==> config.mk <==
export PLATFORM = sky130hd
export DESIGN_NAME = ram8_arbiter
export DESIGN_NICKNAME = d
export VERILOG_FILES = /design/src/rtl/ram8_arbiter_pkg.sv /design/src/rtl/ram8_arbiter_ram8.sv /design/src/rtl/ram8_arbiter.sv
export SDC_FILE = /design/constraint.sdc
export NUM_CORES = 1
export LEC_CHECK = 0
export ABC_AREA = 1
export BUFFER_PORTS_ARGS = -buffer_cell sky130_fd_sc_hd__buf_2
export CELL_PAD_IN_SITES_DETAIL_PLACEMENT = 0
export CELL_PAD_IN_SITES_GLOBAL_PLACEMENT = 1
export CORE_MARGIN = 5
export CORE_UTILIZATION = 50
export DETAILED_ROUTE_END_ITERATION = 8
export PLACE_DENSITY_LB_ADDON = 0.1
export SKIP_CTS_REPAIR_TIMING = 1
export SLEW_MARGIN = 0
export SYNTH_ARGS = -nofsm -noshare
export SYNTH_HDL_FRONTEND = slang
export SYNTH_SLANG_ARGS = --single-unit
==> constraint.sdc <==
create_clock -name clk -period 5.77 [get_ports clk]
set_clock_uncertainty 0.2 [all_clocks]
set_input_delay 0.577 -clock clk [delete_from_list [all_inputs] [get_ports clk]]
set_output_delay 0.577 -clock clk [all_outputs]
set_load 0.005 [all_outputs]
==> src/rtl/ram8_arbiter_pkg.sv <==
// Shared widths, FSM states and requester-select encoding for the RAM8 arbiter.
// Latency: none (definitions only).
// Backpressure: none (definitions only).
package ram8_arbiter_pkg;

   localparam int DW    = 16;
   localparam int AW    = 3;
   localparam int DEPTH = 8;

   typedef enum logic {
      ST_INIT = 1'b0,
      ST_RUN  = 1'b1
   } state_t;

   typedef enum logic {
      SEL_A = 1'b0,
      SEL_B = 1'b1
   } sel_t;

endpackage

==> src/rtl/ram8_arbiter_ram8.sv <==
// RAM8: 8 x 16-bit word store, synchronous write, combinational read.
// Latency: write lands at the rising edge with load=1; out follows address immediately.
// Backpressure: none, accepts one write per cycle.
// Ports: in (write data), load (write enable), address (word select), clk, out (read data).
module ram8
   import ram8_arbiter_pkg::*;
(
   input  logic [DW-1:0] in,
   input  logic          load,
   input  logic [AW-1:0] address,
   input  logic          clk,
   output logic [DW-1:0] out
);

   logic [DW-1:0] r_mem [DEPTH];

   // Contents have no reset; they become defined through the arbiter's fill.
   always_ff @(posedge clk) begin
      if (load) begin
         r_mem[address] <= in;
      end
   end

   assign out = r_mem[address];

endmodule

==> src/rtl/ram8_arbiter.sv <==
// Two-port round-robin arbiter in front of a single-port RAM8, with post-reset fill.
// Latency: grant is combinational; read data is registered, rvalid one cycle after grant.
// Backpressure: a loser sees gnt=0 and must hold its request; no grants while busy.
// Ports: clk, rst_n; per requester x in {a,b}: x_req, x_we, x_addr, x_wdata in,
//        x_gnt, x_rvalid, x_rdata out; busy out (fill in progress).
module ram8_arbiter
   import ram8_arbiter_pkg::*;
#(
   parameter int             CLEAR_ON_RESET = 1,
   parameter logic [DW-1:0]  CLEAR_VAL      = 16'd0
)
(
   input  logic          clk,
   input  logic          rst_n,
   input  logic          a_req,
   input  logic          a_we,
   input  logic [AW-1:0] a_addr,
   input  logic [DW-1:0] a_wdata,
   output logic          a_gnt,
   output logic          a_rvalid,
   output logic [DW-1:0] a_rdata,
   input  logic          b_req,
   input  logic          b_we,
   input  logic [AW-1:0] b_addr,
   input  logic [DW-1:0] b_wdata,
   output logic          b_gnt,
   output logic          b_rvalid,
   output logic [DW-1:0] b_rdata,
   output logic          busy
);

   state_t        r_state;
   logic [AW-1:0] r_cnt;
   logic          r_busy;
   sel_t          r_ptr;
   logic [AW-1:0] r_addr;
   logic          r_a_rvalid;
   logic          r_b_rvalid;
   logic [DW-1:0] r_a_rdata;
   logic [DW-1:0] r_b_rdata;

   logic          w_a_win;
   logic          w_b_win;
   logic [DW-1:0] w_ram_in;
   logic          w_ram_load;
   logic [AW-1:0] w_ram_addr;
   logic [DW-1:0] w_ram_out;

   // A lone requester always wins; on contention the pointer decides.
   // Grants are also masked by rst_n so they read 0 while reset is held.
   always_comb begin
      w_a_win = 1'b0;
      w_b_win = 1'b0;
      if (rst_n && (r_state == ST_RUN)) begin
         w_a_win = a_req && (!b_req || (r_ptr == SEL_A));
         w_b_win = b_req && (!a_req || (r_ptr == SEL_B));
      end
   end

   // RAM port mux. With no access the address is parked on its last value.
   always_comb begin
      w_ram_in   = CLEAR_VAL;
      w_ram_load = 1'b0;
      w_ram_addr = r_addr;
      if (r_state == ST_INIT) begin
         w_ram_in   = CLEAR_VAL;
         w_ram_load = 1'b1;
         w_ram_addr = r_cnt;
      end else if (w_a_win) begin
         w_ram_in   = a_wdata;
         w_ram_load = a_we;
         w_ram_addr = a_addr;
      end else if (w_b_win) begin
         w_ram_in   = b_wdata;
         w_ram_load = b_we;
         w_ram_addr = b_addr;
      end
   end

   ram8 u_ram (
      .in      (w_ram_in),
      .load    (w_ram_load),
      .address (w_ram_addr),
      .clk     (clk),
      .out     (w_ram_out)
   );

   // Fill FSM: one word per cycle from address 0, then hand over to arbitration.
   always_ff @(posedge clk or negedge rst_n) begin
      if (!rst_n) begin
         r_state <= (CLEAR_ON_RESET != 0) ? ST_INIT : ST_RUN;
         r_cnt   <= '0;
         r_busy  <= (CLEAR_ON_RESET != 0);
      end else begin
         case (r_state)
            ST_INIT: begin
               r_cnt <= r_cnt + 1'b1;
               if (r_cnt == AW'(DEPTH - 1)) begin
                  r_state <= ST_RUN;
                  r_busy  <= 1'b0;
               end
            end
            ST_RUN: begin
               r_busy <= 1'b0;
            end
            default: begin
               r_state <= ST_RUN;
               r_busy  <= 1'b0;
            end
         endcase
      end
   end

   // Pointer, parked address and read-data capture.
   always_ff @(posedge clk or negedge rst_n) begin
      if (!rst_n) begin
         r_ptr      <= SEL_A;
         r_addr     <= '0;
         r_a_rvalid <= 1'b0;
         r_b_rvalid <= 1'b0;
         r_a_rdata  <= '0;
         r_b_rdata  <= '0;
      end else begin
         r_addr     <= w_ram_addr;
         r_a_rvalid <= w_a_win && !a_we;
         r_b_rvalid <= w_b_win && !b_we;
         if (w_a_win && !a_we) begin
            r_a_rdata <= w_ram_out;
         end
         if (w_b_win && !b_we) begin
            r_b_rdata <= w_ram_out;
         end
         // The pointer always moves away from whoever was just served.
         if (w_a_win) begin
            r_ptr <= SEL_B;
         end else if (w_b_win) begin
            r_ptr <= SEL_A;
         end
      end
   end

   assign a_gnt    = w_a_win;
   assign b_gnt    = w_b_win;
   assign a_rvalid = r_a_rvalid;
   assign b_rvalid = r_b_rvalid;
   assign a_rdata  = r_a_rdata;
   assign b_rdata  = r_b_rdata;
   assign busy     = r_busy;

endmodule

==> qor.txt <==
CP cell instances: or2_2, buf_4, nand2_2, inv_1, nand2_1, nor2_1, buf_4
Longest Clk Path Bufs: 2
number of synthesized flops with an enable pin: 128
FMAX: 296 MHz
Tot Pwr: 3.22 mW
Final ANT Viol Nets: 0
post-layout minimum cycle time: 3.38 ns
CTS tree: done
CTS clock-pin slew for the worst setup and hold paths: 0.07 ns
status: completed
Vias: 5084
critical path required time: 5.70 ns
Synthesis Warnings: 0
kind of end point of the critical path: flip-flop
Post-Syn Nets: 736
vias per cell: 5.26
later-pin clock latency in the skew report: 0.43 ns
share of the synthesized area in the top cell type: 0.526
CTS buffer count: 17
Layout area overhead: 15.1%
fin crit share: 0.585
Slew @ Worst Pin: 0.870 ns
Clock Root Buffer: clkbuf_16
Peak supply drop: 257 uV
LEAKAGE: 3.85 nW
Net count, final: 816
register area share after synthesis: 0.674
die span in x: 131 um
cells after synthesis: 690
Post-Synth Adder-Cell Area: 0.00343
FP Rows: 44
Worst path top cell family by delay: simple AND/OR/NAND/NOR gates
Avg WL per Cell: 17.3 um
mux contribution to synthesized area: 0
number of cells on the worst reg-to-reg path: 7
total wire length: 16.7 mm
Flop pwr share: 0.465
CP Max Fanout: 66
kind of critical path: reg2reg
setup slack, reg-to-reg: 2.39 ns
RR Startpoint: r_state$_DFF_PN0_
TritonCTS Sinks: 171
RD Place Congestion: 0.845
HPWL after DPL: 11.3 mm
1st-pass router iterations: 5
XOR/XNOR Fraction of Synth Area: 0
Pint: 2.30 mW
Max Cap Viol: 0
Mapped Area: 7300 um2
Setup-failing EPs final: 0
CTS HTree Levels: 4
full die area: 17100 um2
pre-CTS setup slack: 1.70 ns
Final Hold Vio Count: 0
Netlist cell types: 28
largest net degree at the start of global routing: 67
drt drc: 0
#FFs+latches synth: 171
CP max stage delay: 0.59 ns
layout cells sized above 1: 0.185
Post-Synthesis Mean Instance Area: 10.6 um2
Initial Util: 0.506
area leader, netlist: edfxtp_1
Crit Reg-Reg Endpoint: u_ram.r_mem[1][0]$_DFFE_PP_
post-synthesis compound-gate area fraction: 0.0430
top cells by area, synth: edfxtp_1 (53%), nand2_1 (16%), dfrtp_1 (14%), nand3_1 (4.7%), o21ai_1 (2.2%)
io pins: 81
Max Slew Vio Count: 0
area share of and/or/nand/nor cells after synthesis: 0.237
die span in y: 131 um
Switching Share: 0.287
CP dominant cell by count: buf_4
Synth async-reset ratio: 0.251
DR iter-0 viols: 389
register area: 4920 um2
Rel. slew slack: 0.419
Global Route Usage Sum: 0.204
Worst EP arrival: 3.31 ns
Hold WC Path Type: in2async
largest family of logic cells by synthesized area: simple AND/OR/NAND/NOR gates
pwr/cell area: 383 nW/um2
worst setup margin: 2.39 ns
Synth Flop Type: edfxtp_1
Ant. Diodes: 0
top-count cell post-synth: nand2_1
vias in the first global route: 4628
number of port buffers: 80
first-pass GRT wire length: 26.0 mm
top post-synthesis cells by count: nand2_1 (312), edfxtp_1 (128), nand3_1 (69)
Clk pwr share: 0.349
Net Switching: 0.926 mW
combinational share of power: 0.185
initial antenna violation count: 0
Buf/Inv on CP: 3
unrepaired setup endpoints after global routing: false
Sum Neg Setup Slack: 0 ns
grt total ovfl: 0
Filler Cells Inserted: 1216
core area: 14400 um2
Slowest-stage cell, CP: dfrtp_1
Setup crit start kind: flip-flop
footprint of the multi-input gates: 2080 um2
-- state kept, by name (all words and copies together), names as in the netlist --
name,cells
a_rvalid,1
b_rdata,16
u_ram.r_mem,128
r_addr,3
r_cnt,3
r_ptr,1
a_rdata,16
busy,1
b_rvalid,1
r_state,1
-- kinds of logic after synthesis --
kind of cell / count (synthesis)
compound gates: 50
buf+inv: 56
fa+ha+maj: 2
simple gates: 411
flops: 171
-- worst max-delay path by stage --
stage	start	endpoint	slack (ns)	cells after the start
global placement	rst_n	u_ram.r_mem[5][9]$_DFFE_PP_	1.84	12
detailed placement	rst_n	u_ram.r_mem[5][9]$_DFFE_PP_	1.70	12
finish	r_state$_DFF_PN0_	u_ram.r_mem[1][0]$_DFFE_PP_	2.39	7
CTS	r_state$_DFF_PN0_	u_ram.r_mem[5][13]$_DFFE_PP_	2.03	6
floorplan	rst_n	u_ram.r_mem[4][0]$_DFFE_PP_	2.95	11
global route	r_state$_DFF_PN0_	u_ram.r_mem[1][0]$_DFFE_PP_	2.03	7
-- cells in the final DEF (no fill, tap or decap), drive strengths merged --
| cell type | netlist | routed |
|---|---|---|
| nor2 | 17 | 17 |
| or2 | 2 | 2 |
| o21ai | 33 | 33 |
| dfstp | 1 | 1 |
| clkinvlp | 0 | 2 |
| a21oi | 1 | 1 |
| a22o | 16 | 16 |
| buf | 20 | 93 |
| nand3b | 2 | 2 |
| nand2 | 317 | 317 |
| nand4 | 3 | 3 |
| dfrtp | 42 | 42 |
| edfxtp | 128 | 128 |
| inv | 22 | 28 |
| bufinv | 0 | 2 |
| nand3 | 70 | 70 |
| ha | 2 | 2 |
| clkinv | 2 | 7 |
| clkbuf | 12 | 17 |
-- worst register-to-register path: stages, from the launching register on --
cell and delay (ns):
dfrtp_1 0.59, or2_2 0.19, buf_4 0.56, nand2_2 0.40, inv_1 0.15, nand2_1 0.12, nor2_1 0.55, buf_4 0.32
-- layout make-up --
cell class	instances	share of cell area
Timing Repair Buffer	93	0.0592
Clock inverter	15	0.0193
Tap cell	184	0.0274
Clock buffer	17	0.0506
Inverter	24	0.0110
Sequential cell	171	0.585
Multi-Input combinational cell	463	0.247
-- per-stage QoR --
stage / util / instances / hold WS [ns] / area [um2]
4_1_cts: 0.583 / 967 / 0.0313 / 8400
6_report: 0.583 / 967 / 0.0206 / 8410
3_3_place_gp: 0.542 / 935 / 0.230 / 7820
5_1_grt: 0.583 / 967 / 0.0547 / 8410
3_5_place_dp: 0.542 / 935 / 0.242 / 7820
2_1_floorplan: - / 690 / 0.0814 / 7300
-- power groups by stage --
stage	Combinational [mW]	Clock [mW]	Sequential, mW
6_report	0.596	1.13	1.50
4_1_cts	0.601	1.15	1.50
2_1_floorplan	0.384	0	1.53
5_1_grt	0.681	1.20	1.51
3_3_place_gp	0.592	0	1.52
3_5_place_dp	0.598	0	1.53
-- per-layer routing --
layer	part of all wire	vias up	global-route usage
li1	-	2482	-
met1	0.47	2381	0.316
met2	0.43	201	0.280
met3	0.088	20	0.0630
met4	0.010	0	0.0502
met5	0	-	0
(Power assumes the default switching activity.)
